<file path="src/rtl/counter_ctrl.sv">
// Button front end and mode FSM for a downstream up/down counter: sync, debounce, press-edge, mode select.
// Optional build macro COUNTER_CTRL_AUTOSTOP_EN adds an idle timeout that drops UP/DOWN back to STOP.
module counter_ctrl #(
  parameter int DB_CYCLES = 4,
  parameter int TIMEOUT   = 64
) (
  input  logic       i_clk,
  input  logic       i_rst_n,
  input  logic       i_btn_up,
  input  logic       i_btn_down,
  input  logic       i_btn_clr,
  output logic [1:0] o_ctrl
);

  localparam int NB = 3;  // bit 0 up, bit 1 down, bit 2 clr
  localparam int BI_UP = 0, BI_DN = 1, BI_CLR = 2;

  typedef enum logic [1:0] {
    ST_STOP  = 2'b00,
    ST_UP    = 2'b01,
    ST_DOWN  = 2'b11,
    ST_CLEAR = 2'b10
  } state_t;

  logic [NB-1:0]       w_raw;
  logic [NB-1:0]       r_s1, r_s2, r_db, r_db_d;
  logic [NB-1:0][7:0]  r_cnt;
  logic [NB-1:0]       w_evt;
  state_t              r_state, w_state_nxt;
  logic [1:0]          r_ctrl, w_ctrl_nxt;
  logic                w_timeout;

  assign w_raw = {i_btn_clr, i_btn_down, i_btn_up};

  always_ff @(posedge i_clk or negedge i_rst_n) begin
    if (!i_rst_n) begin
      r_s1   <= '0;
      r_s2   <= '0;
      r_db   <= '0;
      r_db_d <= '0;
      r_cnt  <= '0;
    end else begin
      r_s1   <= w_raw;
      r_s2   <= r_s1;
      r_db_d <= r_db;
      for (int i = 0; i < NB; i++) begin
        if (r_s2[i] == r_db[i]) begin
          r_cnt[i] <= '0;
        end else if (r_cnt[i] == 8'(DB_CYCLES - 1)) begin
          r_cnt[i] <= '0;
          r_db[i]  <= ~r_db[i];
        end else begin
          r_cnt[i] <= r_cnt[i] + 8'd1;
        end
      end
    end
  end

  // Press only; releases are deliberately silent.
  assign w_evt = r_db & ~r_db_d;

`ifdef COUNTER_CTRL_AUTOSTOP_EN
  logic [15:0] r_idle;
  logic        w_run;

  assign w_run     = (r_state == ST_UP) || (r_state == ST_DOWN);
  assign w_timeout = w_run && (r_idle == 16'(TIMEOUT - 1));

  // Counts only while staying in UP/DOWN with no press; any change of state restarts it.
  always_ff @(posedge i_clk or negedge i_rst_n) begin
    if (!i_rst_n)                                            r_idle <= '0;
    else if (w_run && (w_state_nxt == r_state) && (w_evt == '0)) r_idle <= r_idle + 16'd1;
    else                                                     r_idle <= '0;
  end
`else
  logic w_unused_timeout;
  assign w_timeout        = 1'b0;
  assign w_unused_timeout = (TIMEOUT > 0);
`endif

  always_ff @(posedge i_clk or negedge i_rst_n) begin
    if (!i_rst_n) begin
      r_state <= ST_STOP;
      r_ctrl  <= 2'b00;
    end else begin
      r_state <= w_state_nxt;
      r_ctrl  <= w_ctrl_nxt;
    end
  end

  always_comb begin
    w_state_nxt = r_state;
    if (w_evt[BI_CLR]) begin
      w_state_nxt = ST_CLEAR;
    end else if (r_state == ST_CLEAR) begin
      w_state_nxt = ST_STOP;
    end else if (w_evt[BI_UP] && w_evt[BI_DN]) begin
      w_state_nxt = ST_STOP;
    end else if (w_evt[BI_UP]) begin
      w_state_nxt = (r_state == ST_UP) ? ST_STOP : ST_UP;
    end else if (w_evt[BI_DN]) begin
      w_state_nxt = (r_state == ST_DOWN) ? ST_STOP : ST_DOWN;
    end else if (w_timeout) begin
      w_state_nxt = ST_STOP;
    end
  end

  // State encoding doubles as the ctrl word; registered so ctrl only moves on an edge.
  always_comb begin
    w_ctrl_nxt = 2'b00;
    case (w_state_nxt)
      ST_UP:    w_ctrl_nxt = 2'b01;
      ST_DOWN:  w_ctrl_nxt = 2'b11;
      ST_CLEAR: w_ctrl_nxt = 2'b10;
      default:  w_ctrl_nxt = 2'b00;
    endcase
  end

  assign o_ctrl = r_ctrl;

endmodule

</file>
<file path="config.mk">
export PLATFORM = sky130hd
export DESIGN_NAME = counter_ctrl
export DESIGN_NICKNAME = d
export VERILOG_FILES = /design/src/rtl/counter_ctrl.sv
export SDC_FILE = /design/constraint.sdc
export NUM_CORES = 1
export LEC_CHECK = 0
export ABC_AREA = 1
export CAP_MARGIN = 20
export CORE_AREA = 2 2 67 69
export DETAILED_ROUTE_END_ITERATION = 10
export DIE_AREA = 0 0 69 71
export HOLD_SLACK_MARGIN = 0.12
export PLACE_DENSITY = 0.66
export SETUP_SLACK_MARGIN = 0.5
export SYNTH_ARGS = -nofsm -noshare
export SYNTH_HDL_FRONTEND = slang
export SYNTH_SLANG_ARGS = --single-unit
</file>
<file path="constraint.sdc">
create_clock -name i_clk -period 1.6 [get_ports i_clk]
set_clock_uncertainty 0.15 [all_clocks]
set_input_delay 0.48 -clock i_clk [delete_from_list [all_inputs] [get_ports i_clk]]
set_output_delay 0.48 -clock i_clk [all_outputs]
set_load 0.005 [all_outputs]
</file>
==> results_tabular.tex, run 1 <==
\begin{tabular}{lr}
\hline
Metric & Value \\
\hline
\multicolumn{2}{l}{\textbf{STA}} \\
\quad Max frequency & 701.7 MHz \\
\quad Final Hold Violating Endpoints & 0 \\
\quad Final setup TNS & 0 ns \\
\quad Max\_slew headroom & 0.7533 \\
\quad Post-route minimum period & 1.425 ns \\
\quad Unrepaired setup endpoints after global routing & yes \\
\quad Fin. max-slew vios & 0 \\
\quad Worst Tran Pin Value & $\sim$0.37 ns \\
\quad Final number of setup-violating endpoints & 0 \\
\quad Final Cycle Share & 0.8906 \\
\multicolumn{2}{l}{\textbf{Detailed routing}} \\
\quad DR WL met3 & 95 um \\
\quad Total length of routed wires & 3287 um \\
\quad Vias per cell & 4.553 \\
\quad Metal-1 WL & roughly 1400 um \\
\quad Wire per inst & 10.96 um \\
\quad Total number of vias & between 1000 and 1500 \\
\quad TritonRoute pass-1 iters & 4 \\
\quad WL met2 & 1693 um \\
\quad DRC violation count after routing & 0 \\
\quad Number of nets still failing antenna checks after routing & 0 \\
\quad Uppermost routed layer & met4 \\
\quad Iteration-0 DRC Markers & 78 \\
\multicolumn{2}{l}{\textbf{Power}} \\
\quad Overall Power & $\sim$3.3 mW \\
\quad Leakage power total & 1.106 nW \\
\quad Maximum vdd drop & 565.4 uV \\
\quad Pwr/cell area & $\sim$1300 nW/um\^{}2 \\
\multicolumn{2}{l}{\textbf{Global route}} \\
\quad First-pass GRT wire length & 5602 um \\
\quad Antenna violations before repair & 0 \\
\quad Via count of the first global-routing pass & 1341 \\
\quad Global-route usage over all layers & 0.1451 \\
\quad Pin count of the biggest net entering global routing & 40 \\
\quad Overflow left after global routing & 0 \\
\multicolumn{2}{l}{\textbf{Hold path}} \\
\quad Hold Crit Class & reg2reg \\
\multicolumn{2}{l}{\textbf{Job}} \\
\quad Reported max-cap violation count & 0 \\
\multicolumn{2}{l}{\textbf{Synth}} \\
\quad Synthesis-stage register bit count & 39 \\
\quad Mean instance size in the synthesized netlist & 8.398 um\^{}2 \\
\quad Cell count after synthesis & 215 \\
\quad Sequential share of the synthesized area & 0.5405 \\
\quad Synthesized cell area & 1805 um\^{}2 \\
\quad Syn\_nets & about 220 \\
\quad Warnings, synthesis & 0 \\
\quad Post-synthesis cell type count & 21 \\
\multicolumn{2}{l}{\textbf{Critical path}} \\
\quad Critical Path, Cell by Cell & buf\_2 \\
\quad Cell family with the largest share of critical-path delay & flip-flops \\
\quad Maximum fanout along the worst path & 2 \\
\quad Cell with the largest stage delay on the worst path & sky130\_fd\_sc\_hd\_\_dfrtp\_1 \\
\quad Data arrival time of the critical path & 0.80 ns \\
\quad Crit path launch type & register \\
\quad Data required time of the critical path & approximately 0.97 ns \\
\quad CP Buf/Inv Count & 1 \\
\quad Kind of end point of the critical path & output pin \\
\quad Stage delay of the slowest cell on the critical path & 0.38 ns \\
\quad Critical path class & reg2out \\
\multicolumn{2}{l}{\textbf{Clock tree}} \\
\quad Clk Latency, worst-skew pair & 0.29 ns \\
\quad Clock edge transition at the registers on the reported setup and hold paths & 0.08 ns \\
\quad Count of H-tree levels built during CTS & 2 \\
\quad Buffer levels on the longest clock path & 2 \\
\quad Inserted Clock Buffers & 5 \\
\quad Clock tree from TritonCTS & done \\
\quad Clock net sink count & 39 \\
\quad Root buffer selected by CTS & sky130\_fd\_sc\_hd\_\_clkbuf\_8 \\
\multicolumn{2}{l}{\textbf{Finish}} \\
\quad Area used by multi-input combinational logic & between 900 and 1000 um\^{}2 \\
\quad Most common cell after layout, fill and taps aside & sky130\_fd\_sc\_hd\_\_nand2\_1 \\
\quad Fraction of layout cells with a size suffix above 1 & 0.3790 \\
\quad Synthesis-to-layout area growth & 35.69\% \\
\quad Antenna cells & 0 \\
\quad Net total in the final layout & $\sim$260 \\
\quad Seq. cell area & 983.4 um\^{}2 \\
\quad Commonest cells after routing, fill and taps aside & 48 x sky130\_fd\_sc\_hd\_\_nand2\_1, 33 x sky130\_fd\_sc\_hd\_\_dfrtp\_1, 25 x sky130\_fd\_sc\_hd\_\_inv\_1, 20 x sky130\_fd\_sc\_hd\_\_nor2\_1, 18 x sky130\_fd\_sc\_hd\_\_nor2\_2 \\
\quad Number of filler cells placed in the layout & 387 \\
\multicolumn{2}{l}{\textbf{Placement}} \\
\quad Detailed placement HPWL & 1970 um \\
\quad Port Buffer Count & 6 \\
\quad Final RePlAce weighted congestion & 0.8094 \\
\multicolumn{2}{l}{\textbf{Floorplan}} \\
\quad I/O pin cnt & 7 \\
\quad Number of standard-cell rows in the floorplan & 24 \\
\quad Starting Density & 0.4295 \\
\quad Chip Width & 69 um \\
\quad Y dimension of the die & a little over 70 um \\
\quad Area of the core & around 4200 um\^{}2 \\
\quad Area of the die & $\sim$5000 um\^{}2 \\
\multicolumn{2}{l}{\textbf{Outcome}} \\
\quad Run status & finished, final reports clean \\
\hline
\end{tabular}
-- cell families after synthesis --
| kind of cell | share of synthesized area |
|---|---|
| compound gates | 0.04089 |
| xor+xnor | 0.04297 |
| simple gates | 0.2904 |
| flops | 0.5405 |
| fa+ha+maj | 0.02079 |
| buf+inv | 0.06445 |
-- flip-flops by register name, summed over array words and instances (netlist names) --
name / count
r_s1: 3
r_state: 1
r_s2: 3
o_ctrl: 2
r_db: 3
r_cnt: 24
r_db_d: 3
-- path summary, 6_finish.rpt --
check / start / endpoint / slack (ns) / depth (start not counted)
setup reg to reg: r_cnt[9] / r_cnt[8] / 0.29 / 6
max in group asynchronous: i_rst_n / r_cnt[13] / 0.56 / 3
min in group asynchronous: i_rst_n / o_ctrl[0] / 0.53 / 3
hold reg to reg: r_s1[1] / r_s2[1] / 0.20 / 0
hold / removal: r_s1[1] / r_s2[1] / 0.20 / 0
setup / recovery: o_ctrl[1] / o_ctrl[1] / 0.17 / 1
-- cell type report --
type,count,area share
Sequential cell,39,0.4014
Multi-Input combinational cell,146,0.3892
Timing Repair Buffer,26,0.09499
Tap cell,52,0.02656
Inverter,29,0.04545
Clock inverter,1,0.003064
Clock buffer,7,0.03933
-- through the flow --
step                      utilization  worst slack (ns)  cell area [um^2]  hold slack (ns)  instances
after detailed placement       0.4682            0.1187              1968           0.1847        273
after global placement         0.4682            0.1376              1968           0.1816        273
after CTS                      0.5381            0.1626              2262           0.1991        292
final                          0.5827            0.1750              2450           0.2007        300
after floorplan                     -            0.3673              1839          0.03441        215
after global routing           0.5827            0.1355              2450           0.2038        300
-- metal layers --
metal | up-vias | global-route usage
met5 | - | 0
met3 | 9 | 0.04416
met2 | 15 | 0.2489
met4 | 0 | 0.06536
met1 | 626 | 0.1679
li1 | 716 | -
-- cell usage after synthesis (all sizes together) --
| cell type | count | area (um^2) |
|---|---|---|
| nand2 | 63 | 249.0 |
| o21bai | 3 | 22.52 |
| xor2 | 5 | 43.79 |
| inv | 29 | 108.9 |
| nand3 | 13 | 70.07 |
| nor3 | 4 | 25.02 |
| ha | 3 | 37.54 |
| and2 | 1 | 6.260 |
| o21ai | 6 | 30.03 |
| a31oi | 1 | 6.260 |
| dfrtp | 39 | 975.9 |
| a21oi | 3 | 15.01 |
| buf | 1 | 7.510 |
| nor2 | 41 | 173.9 |
| xnor2 | 3 | 33.79 |
-- power by group --
part           leakage, nW  switching, mW  total, mW  internal, mW
clock               0.0505          0.351      0.744         0.392
combinational        0.552          0.617       1.16         0.542
sequential           0.503          0.203       1.38          1.18
total                 1.11           1.17       3.29          2.12
-- timing repair --
| item | in CTS | in global routing |
|---|---|---|
| setup buffers | 10 | 8 |
| pin swaps | 15 | 20 |
| hold buffers | 1 | 0 |
| resized for setup | 36 | 33 |
| setup endpoints to repair | 29 | 32 |
| hold endpoints to repair | 39 | 0 |
(Power assumes the default switching activity.)
==> run 2, diff against run 1 <==
--- a/config.mk
+++ b/config.mk
@@ -6,7 +6,7 @@
 export NUM_CORES = 1
 export LEC_CHECK = 0
 export ABC_AREA = 1
-export CAP_MARGIN = 20
+export CAP_MARGIN = 30
 export CORE_AREA = 2 2 67 69
 export DETAILED_ROUTE_END_ITERATION = 10
 export DIE_AREA = 0 0 69 71
==> constraint.sdc (replaced) <==
create_clock -name i_clk -period 1.6 [get_ports i_clk]
set_clock_uncertainty 0.15 [all_clocks]
set_input_delay 0.48 -clock i_clk [delete_from_list [all_inputs] [get_ports i_clk]]
set_output_delay 0.48 -clock i_clk [all_outputs]
set_load 0.01 [all_outputs]
==> results_tabular.tex, run 2 (synthesis results as in run 1) <==
\begin{tabular}{lr}
\hline
Metric & Value \\
\hline
\multicolumn{2}{l}{\textbf{Floorplan}} \\
\quad Area of the core & 4204 um\^{}2 (unchanged) \\
\quad Chip Width & 69 um (unchanged) \\
\quad I/O pin cnt & 7 (unchanged) \\
\quad Starting Density & 0.4295 (unchanged) \\
\quad Area of the die & 4899 um\^{}2 (unchanged) \\
\quad Y dimension of the die & 71 um (unchanged) \\
\quad Number of standard-cell rows in the floorplan & 24 (unchanged) \\
\multicolumn{2}{l}{\textbf{Placement}} \\
\quad Number of placed instances with taps included & 273 (unchanged) \\
\quad Final RePlAce weighted congestion & 0.8035 (was 0.8094) \\
\quad Port Buffer Count & 6 (unchanged) \\
\quad Detailed placement HPWL & 1927 um (was 1970 um) \\
\multicolumn{2}{l}{\textbf{Detailed routing}} \\
\quad Total number of vias & 1396 (was 1366) \\
\quad DRC violation count after routing & 0 (unchanged) \\
\quad Number of nets still failing antenna checks after routing & 0 (unchanged) \\
\quad Iteration-0 DRC Markers & 80 (was 78) \\
\quad Wire per inst & 11.14 um (was 10.96 um) \\
\quad Total length of routed wires & 3374 um (was 3287 um) \\
\quad Vias per cell & 4.607 (was 4.553) \\
\quad TritonRoute pass-1 iters & 4 (unchanged) \\
\multicolumn{2}{l}{\textbf{Clock tree}} \\
\quad Count of H-tree levels built during CTS & 2 (unchanged) \\
\quad Buffer levels on the longest clock path & 2 (unchanged) \\
\quad Clk Latency, worst-skew pair & 0.29 ns (about the same) \\
\quad Clock tree from TritonCTS & done (unchanged) \\
\quad Root buffer selected by CTS & sky130\_fd\_sc\_hd\_\_clkbuf\_8 (unchanged) \\
\quad Clock edge transition at the registers on the reported setup and hold paths & 0.08 ns (about the same) \\
\quad Inserted Clock Buffers & 5 (unchanged) \\
\quad Clock net sink count & 39 (unchanged) \\
\multicolumn{2}{l}{\textbf{Finish}} \\
\quad Net total in the final layout & 258 (was 255) \\
\quad Commonest cells after routing, fill and taps aside & 49 x sky130\_fd\_sc\_hd\_\_nand2\_1, 36 x sky130\_fd\_sc\_hd\_\_dfrtp\_1, 23 x sky130\_fd\_sc\_hd\_\_nor2\_1, 22 x sky130\_fd\_sc\_hd\_\_inv\_1, 12 x sky130\_fd\_sc\_hd\_\_buf\_6 (was 48 x sky130\_fd\_sc\_hd\_\_nand2\_1, 33 x sky130\_fd\_sc\_hd\_\_dfrtp\_1, 25 x sky130\_fd\_sc\_hd\_\_inv\_1, 20 x sky130\_fd\_sc\_hd\_\_nor2\_1, 18 x sky130\_fd\_sc\_hd\_\_nor2\_2) \\
\quad Area used by multi-input combinational logic & 989.7 um\^{}2 (was 953.4 um\^{}2) \\
\quad Fraction of layout cells with a size suffix above 1 & 0.3705 (was 0.3790) \\
\quad Seq. cell area & 979.7 um\^{}2 (was 983.4 um\^{}2) \\
\quad Most common cell after layout, fill and taps aside & sky130\_fd\_sc\_hd\_\_nand2\_1 (unchanged) \\
\quad Synthesis-to-layout area growth & 40.75\% (was 35.69\%) \\
\quad Antenna cells & 0 (unchanged) \\
\quad Max FFs per register & 24 (unchanged) \\
\quad Number of filler cells placed in the layout & 360 (was 387) \\
\quad Post-route non-filler standard cell count & 303 (was 300) \\
\quad Largest register by flop count & r\_cnt (unchanged) \\
\multicolumn{2}{l}{\textbf{Power}} \\
\quad Switching part of the total power & 0.3485 (was 0.3563) \\
\quad Clock power frac & 0.238 (was 0.226) \\
\quad Pwr/cell area & 1401 nW/um\^{}2 (was 1341 nW/um\^{}2) \\
\quad Internal cell power & 2.320 mW (was 2.115 mW) \\
\quad Leakage power total & 1.173 nW (was 1.106 nW) \\
\quad Switching Power & 1.241 mW (was 1.170 mW) \\
\quad Seq pwr share & 0.389 (was 0.421) \\
\quad Overall Power & 3.561 mW (was 3.285 mW) \\
\quad Combinational power share & 0.373 (was 0.353) \\
\quad Maximum vdd drop & 483.1 uV (was 565.4 uV) \\
\multicolumn{2}{l}{\textbf{Critical path}} \\
\quad Critical Path, Cell by Cell & buf\_2 (unchanged) \\
\quad Cell with the largest stage delay on the worst path & sky130\_fd\_sc\_hd\_\_dfrtp\_1 (unchanged) \\
\quad Data required time of the critical path & 0.97 ns (about the same) \\
\quad Crit path launch type & register (unchanged) \\
\quad Kind of end point of the critical path & output pin (unchanged) \\
\quad Cell family with the largest share of critical-path delay & flip-flops (unchanged) \\
\quad Worst flop-to-flop path endpoint & r\_cnt[9] (was r\_cnt[8]) \\
\quad CP Buf/Inv Count & 1 (unchanged) \\
\quad Critical path class & reg2out (unchanged) \\
\quad Maximum fanout along the worst path & 2 (unchanged) \\
\quad Worst reg2reg path startpoint & r\_cnt[9] (unchanged) \\
\quad Reg2reg setup slack & 0.33 ns (was 0.29 ns) \\
\quad Data arrival time of the critical path & 0.80 ns (about the same) \\
\quad Depth of the most critical reg-to-reg path & 6 (unchanged) \\
\quad Stage delay of the slowest cell on the critical path & 0.38 ns (about the same) \\
\multicolumn{2}{l}{\textbf{STA}} \\
\quad Final number of setup-violating endpoints & 0 (unchanged) \\
\quad Post-route minimum period & 1.427 ns (was 1.425 ns) \\
\quad Final setup TNS & 0 ns (unchanged) \\
\quad Worst Tran Pin Value & 0.3598 ns (was 0.3661 ns) \\
\quad Max\_slew headroom & 0.7576 (was 0.7533) \\
\quad Unrepaired setup endpoints after global routing & yes (unchanged) \\
\quad Fin. max-slew vios & 0 (unchanged) \\
\quad Final Hold Violating Endpoints & 0 (unchanged) \\
\quad Max frequency & 700.9 MHz (was 701.7 MHz) \\
\quad Final Cycle Share & 0.8917 (was 0.8906) \\
\quad Tightest hold margin & 0.1969 ns (was 0.2007 ns) \\
\multicolumn{2}{l}{\textbf{Global route}} \\
\quad Pin count of the biggest net entering global routing & 40 (unchanged) \\
\quad First-pass GRT wire length & 5499 um (was 5602 um) \\
\quad Met2 usage in global routing & 0.2425 (was 0.2489) \\
\quad Most Used Layer, Global Route & met2 (unchanged) \\
\quad Overflow left after global routing & 0 (unchanged) \\
\quad Met3 Use GR & 0.04701 (was 0.04416) \\
\quad Via count of the first global-routing pass & 1311 (was 1341) \\
\quad Antenna violations before repair & 0 (unchanged) \\
\quad Global-route usage over all layers & 0.1427 (was 0.1451) \\
\quad GR Util met1 & 0.1644 (was 0.1679) \\
\multicolumn{2}{l}{\textbf{Hold path}} \\
\quad Worst min-delay path startpoint & r\_s1[0] (was r\_s1[1]) \\
\quad Cell depth of the worst min-delay path & 0 (unchanged) \\
\quad WHS Endpoint & r\_s2[0] (was r\_s2[1]) \\
\quad Hold Crit Class & reg2reg (unchanged) \\
\multicolumn{2}{l}{\textbf{Outcome}} \\
\quad Run status & finished, final reports clean (unchanged) \\
\multicolumn{2}{l}{\textbf{Job}} \\
\quad Reported max-cap violation count & 0 (unchanged) \\
\hline
\end{tabular}
run 2: worst max-delay path by stage:
stage               from  cells past startpoint        end
4_1_cts        o_ctrl[1]                      1  o_ctrl[1]
3_5_place_dp   o_ctrl[1]                      1  o_ctrl[1]
6_report       o_ctrl[1]                      1  o_ctrl[1]
2_1_floorplan   r_cnt[8]                      6   r_cnt[8]
3_3_place_gp   o_ctrl[1]                      1  o_ctrl[1]
5_1_grt        o_ctrl[1]                      1  o_ctrl[1]
run 2: area by class of cell:
type	count	share of cell area
multi-input cells	146	0.3895
flip-flops and latches	39	0.3855
repair buffers	29	0.1093
inverters	29	0.04382
clock buffers	6	0.03250
well taps	52	0.02560
clock inverters	2	0.01379
run 2: per-layer routing:
layer | vias up | wire [um]
met5 | - | 0
met4 | 0 | 40
met3 | 4 | 101
met2 | 19 | 1758
met1 | 647 | 1474
li1 | 726 | -
run 2: timing repair:
item,CTS,global route
endpoints found under the setup margin,29,32
setup buffers,11,10
pin swaps,23,27
hold buffers,1,0
hold endpoints to repair,39,0
resized for setup,45,36
run 2: power by group through the flow:
stage	clock network (mW)	registers (mW)	logic (mW)
6_report	0.849	1.39	1.33
2_1_floorplan	0	1.35	0.567
5_1_grt	0.917	1.42	1.48
4_1_cts	0.876	1.38	1.02
3_5_place_dp	0	1.37	0.722
3_3_place_gp	0	1.37	0.712
run 2: stage by stage:
step	area, um^2	util	worst slack, ns
after floorplan	1839	-	0.3673
after global placement	1968	0.4682	0.1026
after CTS	2338	0.5563	0.1638
after detailed placement	1968	0.4682	0.09061
final	2541	0.6045	0.1732
after global routing	2541	0.6045	0.1402
